--- src/rtl/frame_tick_receiver_if.sv ---
// Frame-tick bus: slow clock, step button and mode in; tick, frame count,
// stall flag and debounced button level out.
interface frame_tick_if #(
    parameter int W = 32
);
    logic         slow_clk;
    logic         step_button;
    logic         manual_mode;
    logic         tick;
    logic [W-1:0] frame_count;
    logic         stall;
    logic         btn_state;

    modport master (
        output slow_clk, step_button, manual_mode,
        input  tick, frame_count, stall, btn_state
    );

    modport slave (
        input  slow_clk, step_button, manual_mode,
        output tick, frame_count, stall, btn_state
    );
endinterface

--- src/rtl/frame_tick_receiver.sv ---
// Turns the divided slow clock (auto) or a debounced step button (manual) into
// single-cycle clk_in ticks. Define FRAME_COUNT_SAT_EN to saturate frame_count.
module frame_tick_receiver #(
    parameter int SYNC_STAGES     = 2,
    parameter int DEBOUNCE_CYCLES = 16,
    parameter int W               = 32,
    parameter int TIMEOUT_CYCLES  = 1000000
) (
    input  logic        clk_in,
    input  logic        reset,
    frame_tick_if.slave ftr
);
    localparam int DB_CNT_W = (DEBOUNCE_CYCLES < 2) ? 1 : $clog2(DEBOUNCE_CYCLES + 1);
    localparam int WD_W     = (TIMEOUT_CYCLES < 2) ? 1 : $clog2(TIMEOUT_CYCLES + 1);

    localparam logic [DB_CNT_W-1:0] DB_ZERO = {DB_CNT_W{1'b0}};
    localparam logic [DB_CNT_W-1:0] DB_ONE  = DB_CNT_W'(32'd1);
    localparam logic [DB_CNT_W-1:0] DB_LAST = DB_CNT_W'(DEBOUNCE_CYCLES - 32'sd1);
    localparam logic [WD_W-1:0]     WD_ZERO = {WD_W{1'b0}};
    localparam logic [WD_W-1:0]     WD_ONE  = WD_W'(32'd1);
    localparam logic [WD_W-1:0]     WD_LAST = WD_W'(TIMEOUT_CYCLES - 32'sd1);
    localparam logic [W-1:0]        FC_ZERO = {W{1'b0}};
    localparam logic [W-1:0]        FC_ONE  = W'(32'd1);
    localparam logic [W-1:0]        FC_MAX  = {W{1'b1}};

    typedef enum logic [1:0] {
        ST_RELEASED     = 2'd0,
        ST_PRESS_WAIT   = 2'd1,
        ST_PRESSED      = 2'd2,
        ST_RELEASE_WAIT = 2'd3
    } db_state_t;

    logic [SYNC_STAGES-1:0] slow_sync_r;
    logic [SYNC_STAGES-1:0] btn_sync_r;
    logic                   slow_prev_r;
    logic                   mode_r;
    db_state_t              state_r;
    logic [DB_CNT_W-1:0]    cnt_r;
    logic                   lock_r;
    logic                   btn_state_r;
    logic                   tick_r;
    logic [W-1:0]           frame_count_r;
    logic [WD_W-1:0]        wd_r;
    logic                   stall_r;

    logic                   slow_last_s;
    logic                   btn_last_s;
    logic                   switch_s;
    logic                   auto_edge_s;
    logic                   press_accept_s;
    logic                   tick_nxt_s;
    logic [WD_W-1:0]        wd_inc_s;

    assign slow_last_s = slow_sync_r[SYNC_STAGES-1];
    assign btn_last_s  = btn_sync_r[SYNC_STAGES-1];

    assign ftr.tick        = tick_r;
    assign ftr.frame_count = frame_count_r;
    assign ftr.stall       = stall_r;
    assign ftr.btn_state   = btn_state_r;

    // Synchronizer chains and the slow-clock edge-detect register.
    always_ff @(posedge clk_in) begin
        if (reset) begin
            slow_sync_r <= {SYNC_STAGES{1'b0}};
            btn_sync_r  <= {SYNC_STAGES{1'b0}};
            slow_prev_r <= 1'b0;
        end else begin
            slow_sync_r <= {slow_sync_r[SYNC_STAGES-2:0], ftr.slow_clk};
            btn_sync_r  <= {btn_sync_r[SYNC_STAGES-2:0], ftr.step_button};
            slow_prev_r <= slow_last_s;
        end
    end

    // Registered copy of the mode; loaded during reset so leaving reset is not a switch.
    always_ff @(posedge clk_in) begin
        if (reset) begin
            mode_r <= ftr.manual_mode;
        end else begin
            mode_r <= ftr.manual_mode;
        end
    end

    // Next-tick decision shared by the debounce FSM and the watchdog.
    always_comb begin
        switch_s       = (mode_r != ftr.manual_mode);
        auto_edge_s    = slow_last_s & ~slow_prev_r;
        press_accept_s = (state_r == ST_PRESS_WAIT) && btn_last_s && (cnt_r >= DB_LAST);
        if (switch_s) begin
            tick_nxt_s = 1'b0;
        end else if (ftr.manual_mode) begin
            tick_nxt_s = press_accept_s;
        end else begin
            tick_nxt_s = auto_edge_s;
        end
        if (wd_r == WD_LAST) begin
            wd_inc_s = wd_r;
        end else begin
            wd_inc_s = wd_r + WD_ONE;
        end
    end

    // Debounce FSM plus the tick register. After a mode switch the lock keeps a
    // button held across the switch from being accepted until it is seen released.
    always_ff @(posedge clk_in) begin
        if (reset) begin
            state_r     <= ST_RELEASED;
            cnt_r       <= DB_ZERO;
            lock_r      <= 1'b0;
            btn_state_r <= 1'b0;
            tick_r      <= 1'b0;
        end else begin
            tick_r <= tick_nxt_s;
            if (switch_s) begin
                state_r     <= ST_RELEASED;
                cnt_r       <= DB_ZERO;
                lock_r      <= 1'b1;
                btn_state_r <= 1'b0;
            end else begin
                case (state_r)
                    ST_RELEASED: begin
                        if (!btn_last_s) begin
                            lock_r <= 1'b0;
                        end else if (!lock_r) begin
                            state_r <= ST_PRESS_WAIT;
                            cnt_r   <= DB_ONE;
                        end else begin
                            state_r <= ST_RELEASED;
                        end
                    end
                    ST_PRESS_WAIT: begin
                        if (!btn_last_s) begin
                            state_r <= ST_RELEASED;
                            cnt_r   <= DB_ZERO;
                        end else if (cnt_r >= DB_LAST) begin
                            state_r     <= ST_PRESSED;
                            cnt_r       <= DB_ZERO;
                            btn_state_r <= 1'b1;
                        end else begin
                            cnt_r <= cnt_r + DB_ONE;
                        end
                    end
                    ST_PRESSED: begin
                        if (!btn_last_s) begin
                            state_r <= ST_RELEASE_WAIT;
                            cnt_r   <= DB_ONE;
                        end else begin
                            state_r <= ST_PRESSED;
                        end
                    end
                    ST_RELEASE_WAIT: begin
                        if (btn_last_s) begin
                            state_r <= ST_PRESSED;
                            cnt_r   <= DB_ZERO;
                        end else if (cnt_r >= DB_LAST) begin
                            state_r     <= ST_RELEASED;
                            cnt_r       <= DB_ZERO;
                            btn_state_r <= 1'b0;
                        end else begin
                            cnt_r <= cnt_r + DB_ONE;
                        end
                    end
                    default: begin
                        state_r     <= ST_RELEASED;
                        cnt_r       <= DB_ZERO;
                        btn_state_r <= 1'b0;
                    end
                endcase
            end
        end
    end

    // Frame counter, advanced the cycle after each tick.
    always_ff @(posedge clk_in) begin
        if (reset) begin
            frame_count_r <= FC_ZERO;
        end else if (tick_r) begin
`ifdef FRAME_COUNT_SAT_EN
            if (frame_count_r != FC_MAX) begin
                frame_count_r <= frame_count_r + FC_ONE;
            end else begin
                frame_count_r <= frame_count_r;
            end
`else
            frame_count_r <= frame_count_r + FC_ONE;
`endif
        end else begin
            frame_count_r <= frame_count_r;
        end
    end

    // Auto-mode watchdog; stall rises as the counter lands on its last value.
    always_ff @(posedge clk_in) begin
        if (reset) begin
            wd_r    <= WD_ZERO;
            stall_r <= 1'b0;
        end else if (switch_s || ftr.manual_mode || tick_nxt_s) begin
            wd_r    <= WD_ZERO;
            stall_r <= 1'b0;
        end else begin
            wd_r    <= wd_inc_s;
            stall_r <= (wd_inc_s == WD_LAST);
        end
    end
endmodule

--- src/flat_wrapper.sv ---
// flat-port wrapper written by rule: the top's interface ports become plain ports
module frame_tick_receiver_flat 
#(
    parameter int SYNC_STAGES     = 2,
    parameter int DEBOUNCE_CYCLES = 16,
    parameter int W               = 32,
    parameter int TIMEOUT_CYCLES  = 1000000
)
  (clk_in, reset, ftr_slow_clk, ftr_step_button, ftr_manual_mode, ftr_tick, ftr_frame_count, ftr_stall, ftr_btn_state);
  frame_tick_if #(.W(W)) ftr_i ();
  input  logic clk_in;
  input  logic reset;
  input wire logic [$bits(ftr_i.slow_clk)-1:0] ftr_slow_clk;
  input wire logic [$bits(ftr_i.step_button)-1:0] ftr_step_button;
  input wire logic [$bits(ftr_i.manual_mode)-1:0] ftr_manual_mode;
  output wire logic [$bits(ftr_i.tick)-1:0] ftr_tick;
  output wire logic [$bits(ftr_i.frame_count)-1:0] ftr_frame_count;
  output wire logic [$bits(ftr_i.stall)-1:0] ftr_stall;
  output wire logic [$bits(ftr_i.btn_state)-1:0] ftr_btn_state;
  assign ftr_i.slow_clk = ftr_slow_clk;
  assign ftr_i.step_button = ftr_step_button;
  assign ftr_i.manual_mode = ftr_manual_mode;
  assign ftr_tick = ftr_i.tick;
  assign ftr_frame_count = ftr_i.frame_count;
  assign ftr_stall = ftr_i.stall;
  assign ftr_btn_state = ftr_i.btn_state;
  frame_tick_receiver #(.SYNC_STAGES(SYNC_STAGES), .DEBOUNCE_CYCLES(DEBOUNCE_CYCLES), .W(W), .TIMEOUT_CYCLES(TIMEOUT_CYCLES)) u_core (.clk_in(clk_in), .reset(reset), .ftr(ftr_i));
endmodule
--- config.mk ---
export PLATFORM = sky130hd
export DESIGN_NAME = frame_tick_receiver_flat
export DESIGN_NICKNAME = d
export VERILOG_FILES = /design/src/rtl/frame_tick_receiver_if.sv /design/src/rtl/frame_tick_receiver.sv /design/src/flat_wrapper.sv
export SDC_FILE = /design/constraint.sdc
export NUM_CORES = 1
export LEC_CHECK = 0
export ABC_AREA = 1
export CAP_MARGIN = 20
export CELL_PAD_IN_SITES_DETAIL_PLACEMENT = 1
export CELL_PAD_IN_SITES_GLOBAL_PLACEMENT = 1
export CORE_MARGIN = 8
export CORE_UTILIZATION = 45
export CTS_BUF_LIST = sky130_fd_sc_hd__clkbuf_8
export CTS_CLUSTER_DIAMETER = 200
export DETAILED_ROUTE_END_ITERATION = 7
export MAX_ROUTING_LAYER = met4
export PLACE_DENSITY_LB_ADDON = 0.3
export SYNTH_ARGS = -nofsm -noshare
export SYNTH_HDL_FRONTEND = slang
export SYNTH_SLANG_ARGS = --single-unit
export TNS_END_PERCENT = 100
--- constraint.sdc ---
create_clock -name clk_in -period 2.5 [get_ports clk_in]
set_input_delay 0.5 -clock clk_in [delete_from_list [all_inputs] [get_ports clk_in]]
set_output_delay 0.5 -clock clk_in [all_outputs]
set_load 0.01 [all_outputs]
### Yosys cells after proc, flatten, opt, wreduce, memory -nomap -nowiden

Cells that the tools add are included.
Widths: inputs -> output; s select.

| cells by class | value |
|---|---|
| multiplexer cells | 26 |
| equal/unequal tests | 16 |
| add/sub/neg operators | 3 |
| $lt $le $gt $ge | 1 |
| bitwise operators | 2 |
| reductions and logical operators | 13 |

Operators with widths:

| operator | count |
|---|---|
| $eq 20x20->1 const B | 2 |
| $add 32x1->32 const B | 1 |
| $mux 5 | 6 |
| $add 20x1->20 const B | 1 |
| $mux 20 | 1 |
| $pmux 5 s4 | 1 |
| $mux 1 | 11 |
| $mux 2 | 5 |
| $ne 2x2->1 const B | 5 |
| $pmux 2 s4 | 1 |
| $ne 2x1->1 const B | 3 |
| $reduce_and 3->1 | 2 |
| $add 5x1->5 const B | 1 |
| $ge 5x4->1 const B | 1 |
| $reduce_and 5->1 | 1 |
| $eq 2x2->1 const B | 2 |
| $reduce_bool 2->1 | 2 |
| $reduce_or 2->1 | 2 |
| $ne 3x1->1 const B | 1 |
| $ne 3x3->1 const B | 1 |
| $eq 2x1->1 const B | 1 |
| $logic_and 1x1->1 | 2 |
| $logic_not 2->1 | 1 |
| $logic_or 1x1->1 | 2 |
| other kinds (5) | 5 |

| word-level totals | value |
|---|---|
| output and inout port bits | 35 |
| flip-flop bits (word level) | 69 |
| word-level logic and storage cells | 73 |

### Logic depth before layout (Yosys ltp)

| depth | value |
|---|---|
| depth in word-level cells | 7 |
| mapped depth | 13 |
| mapped depth without buffers | 13 |

### Worst setup path before layout

OpenSTA, ideal clock, no wires.

| timing | value |
|---|---|
| path kind | flip-flop to flip-flop |
| from | register u_core.cnt_r[0] |
| to | register u_core.wd_r[15] |
| data required time | 2,384 ps |
| arrival time | 1,616 ps |
| library setup time | 116 ps |
| path slack | 767 ps |
| stages on the path, launching flop included | 13 |
| path through | dfxtp_1 > ha_1 > inv_1 > nor3_1 > ha_1 > nor2_1 > o21ai_1 > nand2_1 > nand2_1 > nand3_1 > nand2_2 > buf_4 > nor2_1 |

| on the way | value |
|---|---|
| word-level cells in the longest chain between the ends | 6 |

RTL lines:

| item | line | RTL |
|---|---|---|
| start: declaration | frame_tick_receiver.sv:38 | `logic [DB_CNT_W-1:0] cnt_r;` |
| start signal: assignment | frame_tick_receiver.sv:140 | `cnt_r <= cnt_r + DB_ONE;` |
| start signal: assignment | frame_tick_receiver.sv:160 | `cnt_r <= cnt_r + DB_ONE;` |
| $ge 5x4->1 | frame_tick_receiver.sv:88 | `press_accept_s = (state_r == ST_PRESS_WAIT) && btn_last_s && (cnt_r >= DB_LAST);` |
| $logic_and 1x1->1 | frame_tick_receiver.sv:88 |  |
| $mux 1 | frame_tick_receiver.sv:91 | `end else if (ftr.manual_mode) begin` |
| $mux 1 | frame_tick_receiver.sv:89 | `if (switch_s) begin` |
| $logic_or 1x1->1 | frame_tick_receiver.sv:197 | `end else if (switch_s \|\| ftr.manual_mode \|\| tick_nxt_s) begin` |
| $reduce_or 2->1 (no source line) | - |  |
| end signal: assignment | frame_tick_receiver.sv:201 | `wd_r <= wd_inc_s;` |
| end: declaration | frame_tick_receiver.sv:43 | `logic [WD_W-1:0] wd_r;` |

Every way passes these cells.
A chain may end at the register's enable or synchronous reset.

### Final worst setup path

| timing | value |
|---|---|
| from | register u_core.cnt_r[0] |
| to | register u_core.wd_r[12] |

Same word-level chain as after synthesis.

==> qor.json <==
{
  "die_outline_height": {"value": 104, "unit": "um"},
  "tritoncts_num_sinks": {"value": 69},
  "drt_first_iter_violations": {"value": 101},
  "grt_first_pass_wirelength": {"value": 16800, "unit": "um"},
  "n_antenna_cell": {"value": 0},
  "cts_tree": {"value": "yes"},
  "grt-ovfl-total": {"value": 0},
  "total_of_flip_flops_plus_latches_after_synthesis": {"value": 69},
  "die_width": {"value": 104, "unit": "um"},
  "core_area": {"value": 0.00761, "unit": "mm2"},
  "post-route-min-period": {"value": 2.12, "unit": "ns"},
  "total_wirelength_of_the_detailed_routed_design": {"value": 9880, "unit": "um"},
  "cts_htree_levels": {"value": 3},
  "max_clock_freq": {"value": 471, "unit": "MHz"},
  "final-setup-viol-count": {"value": 0},
  "post_synth.cell_area_avg": {"value": 6.98, "unit": "um2"},
  "relSlewSlack": {"value": 0.617},
  "io_buffers": {"value": 39},
  "synthMostInstantiatedCell": {"value": "sky130_fd_sc_hd__nand2_1"},
  "synth.net_count": {"value": 507},
  "critical-path-max-stage-delay": {"value": 0.40, "unit": "ns"},
  "hold_viol": {"value": 0},
  "power.leakage": {"value": 1.57, "unit": "nW"},
  "run_status": {"value": "completed"},
  "ys.flop_type": {"value": "sky130_fd_sc_hd__dfxtp_1"},
  "post_synth_inst_count": {"value": 497},
  "final.fill_count": {"value": 994},
  "drive_gt1_frac": {"value": 0.0783},
  "power.density": {"value": 558, "unit": "mW/mm2"},
  "detailroute.via_count": {"value": 3332},
  "layout.cells.non_filler": {"value": 651},
  "initial_core_util": {"value": 0.456},
  "synth_top_cell_area_share": {"value": 0.398},
  "layout.area.seq": {"value": 0.00138, "unit": "mm2"},
  "ctsResizeCount": {"value": 0},
  "syn-cell-area": {"value": 0.00347, "unit": "mm2"},
  "routabilityCongestion": {"value": 0.855},
  "async_reset_ff_frac": {"value": 0},
  "timing.critical_path.cells": {"value": "ha_1, inv_1, nor3_1, ha_1, nor2_1, o21ai_1, nand2_1, nand2_1, nand3_1, nand2_2, nor2_1"},
  "grt_pass1_vias": {"value": 3600},
  "worst_ep_required_time": {"value": 2.73, "unit": "ns"},
  "grt_setup_unrepaired": {"value": "no"},
  "synth-seq-area-share": {"value": 0.398},
  "peakVddDrop": {"value": 0.000233, "unit": "V"},
  "numPlacedInstances": {"value": 635},
  "ctsRootBufferMaster": {"value": "sky130_fd_sc_hd__clkbuf_8"},
  "drt_pass1_iterations": {"value": 4},
  "post-dp-hpwl": {"value": 7230, "unit": "um"},
  "antenna_found_initial": {"value": 0},
  "tightestPinTransition": {"value": 0.573, "unit": "ns"},
  "startpoint_type": {"value": "flop"},
  "largest_net_degree_at_the_start_of_global_routing": {"value": 20},
  "die_area": {"value": 0.0108, "unit": "mm2"},
  "synth_top_area_cell": {"value": "sky130_fd_sc_hd__dfxtp_1"},
  "placementRows": {"value": 32},
  "synth.top_cells.by_count": {"value": "92 x sky130_fd_sc_hd__nand2_1, 85 x sky130_fd_sc_hd__inv_1, 70 x sky130_fd_sc_hd__nor2_1, 69 x sky130_fd_sc_hd__dfxtp_1, 35 x sky130_fd_sc_hd__a21oi_1"},
  "groute.usage.overall": {"value": 0.193},
  "path_max_fanout": {"value": 19},
  "arrival": {"value": 2.35, "unit": "ns"},
  "slew_violations": {"value": 0},
  "ant_nets": {"value": 0},
  "setup_total_negative_slack": {"value": 0, "unit": "ns"},
  "timing.final.crit_share": {"value": 0.848},
  "timing.hold.worst.class": {"value": "flop to flop"},
  "ctsHoldBuffers": {"value": 0},
  "num-nets-final": {"value": 554},
  "post_drt_via_cell_ratio": {"value": 5.12},
  "critical-path-slowest-cell": {"value": "sky130_fd_sc_hd__dfxtp_1"},
  "post_cts_buffers": {"value": 0},
  "io_pins": {"value": 40},
  "yosys_warnings": {"value": 0},
  "synth_cell_types": {"value": 34},
  "clock_path_buffers": {"value": 2},
  "maxCapViolCount": {"value": 0},
  "post_drt_wl_per_cell": {"value": 15.2, "unit": "um"},
  "path_class": {"value": "flop to flop"},
  "synth_edf_count": {"value": 0},
  "synth_area_leaders": {"value": "sky130_fd_sc_hd__dfxtp_1 40%, sky130_fd_sc_hd__nand2_1 9.9%, sky130_fd_sc_hd__inv_1 9.2%"},
  "skew": {"value": 0.00829, "unit": "ns"},
  "area_taken_by_multi_input_logic_gates": {"value": 0.00175, "unit": "mm2"},
  "drc_violations_left": {"value": 0},
  "cts-buffers-inserted": {"value": 9},
  "capturing_element_type_of_the_critical_path": {"value": "flop"},
  "worstSkewPairLatency": {"value": 0.36, "unit": "ns"},
  "flow.area_growth_from_synthesis": {"value": 22.1, "unit": "%"},
  "clkSlewWorstSetupHoldPaths": {"value": 0.08, "unit": "ns"}
}
## placed cells by master, fill, tap and decap left out
cell                              Yosys  layout
sky130_fd_sc_hd__xor2_1               9       9
sky130_fd_sc_hd__nor4_1               1       1
sky130_fd_sc_hd__o21a_1               4       4
sky130_fd_sc_hd__ha_1                 5       5
sky130_fd_sc_hd__buf_4                1       1
sky130_fd_sc_hd__nor2_2               3       3
sky130_fd_sc_hd__o221a_2              1       1
sky130_fd_sc_hd__dfxtp_1             69      69
sky130_fd_sc_hd__or2_1                1       1
sky130_fd_sc_hd__nor3b_1              1       1
sky130_fd_sc_hd__a311oi_1             1       1
sky130_fd_sc_hd__or2_2                1       1
sky130_fd_sc_hd__nand2_2              7       7
sky130_fd_sc_hd__clkdlybuf4s50_1      0      39
sky130_fd_sc_hd__nor2_4               7       7
sky130_fd_sc_hd__nor4_4               1       1
sky130_fd_sc_hd__nand2_4              1       1
sky130_fd_sc_hd__bufinv_16            0       3
sky130_fd_sc_hd__a21oi_1             35      35
sky130_fd_sc_hd__xor2_2               1       1
sky130_fd_sc_hd__nand2_1             92      92
sky130_fd_sc_hd__o211ai_1             1       1
sky130_fd_sc_hd__nand3_1             30      30
sky130_fd_sc_hd__nand4_1             11      11
sky130_fd_sc_hd__nand3_2              3       3
sky130_fd_sc_hd__a221oi_1             1       1
sky130_fd_sc_hd__o21ai_0             22      22
sky130_fd_sc_hd__clkbuf_8             0      12
sky130_fd_sc_hd__o22ai_1              1       1
sky130_fd_sc_hd__nor3_1              18      18
sky130_fd_sc_hd__o21ai_1              3       3
sky130_fd_sc_hd__nor2_1              70      70
sky130_fd_sc_hd__nor3_2               2       2
sky130_fd_sc_hd__o211a_1              1       1
sky130_fd_sc_hd__xnor2_1              5       5
sky130_fd_sc_hd__inv_1               85      86
## worst max-delay path, delay by kind of cell, from the launching register on
kind | cells | cell delay, ns
buffers and inverters | 1 | 0.06
AND/OR/NAND/NOR | 7 | 1.00
AO/OA/AOI/OAI | 1 | 0.20
flip-flops | 1 | 0.40
adder cells (fa/ha/maj) | 2 | 0.35
## report_power, final
part / total (W) / switching (W) / internal, W
registers: 0.00112 / 0.00000785 / 0.00111
clock network: 0.00118 / 0.000442 / 0.000742
logic: 0.0000651 / 0.0000418 / 0.0000233
## final cells by class
class / instances / area share
Sequential cell: 69 / 0.326
Timing Repair Buffer: 40 / 0.0939
Clock buffer: 12 / 0.0390
Tap cell: 102 / 0.0301
Inverter: 85 / 0.0753
Multi-Input combinational cell: 339 / 0.413
Clock inverter: 4 / 0.0222
## path summary, 6_finish.rpt
kind                            slack, ns               endpoint             startpoint  cells past startpoint
worst max register to register       0.38        u_core.wd_r[12]        u_core.cnt_r[0]                     11
worst max-delay path                 0.38        u_core.wd_r[12]        u_core.cnt_r[0]                     11
worst min register to register       0.41  u_core.slow_sync_r[1]  u_core.slow_sync_r[0]                      2
worst min-delay path                 0.41  u_core.slow_sync_r[1]  u_core.slow_sync_r[0]                      2
## registers in the layout (all words and copies together) (netlist names), named ones only
| name | count |
|---|---|
| u_core.btn_sync_r | 2 |
| u_core.cnt_r | 5 |
| u_core.ftr.btn_state | 1 |
| u_core.ftr.frame_count | 32 |
| u_core.ftr.stall | 1 |
| u_core.ftr.tick | 1 |
| u_core.lock_r | 1 |
| u_core.mode_r | 1 |
| u_core.slow_prev_r | 1 |
| u_core.slow_sync_r | 2 |
| u_core.state_r | 1 |
| u_core.wd_r | 20 |
## stage by stage
step	hold WS [ns]	instance area, um2	setup slack [ns]	utilization	power (W)
finish	0.408	4240	0.379	0.557	0.00236
global route	0.427	4240	0.176	0.557	0.00244
CTS	0.413	4240	0.320	0.557	0.00238
detailed placement	0.400	3980	0.324	0.523	0.00121
global placement	0.390	3980	0.401	0.523	0.00120
floorplan	0.388	3470	0.767	-	0.00118
## per-layer routing
layer	vias to the layer above	GRT usage	wire (um)
li1	1677	-	-
met1	1599	0.204	4250
met2	40	0.352	5290
met3	16	0.0304	161
met4	0	0.0765	177
met5	-	-	0
## cells by family (layout without fill, tap and decap cells)
logic type,Yosys count,after routing,synth area share
AOI/OAI and AO/OA,70,70,0.110
buffers and inverters,89,141,0.0973
adders and majority gates,5,5,0.0180
DFF,69,69,0.398
xor gates and xnor gates,15,15,0.0400
and+or+nand+nor,249,249,0.336
No activity file was read; power rests on OpenSTA's default activity.
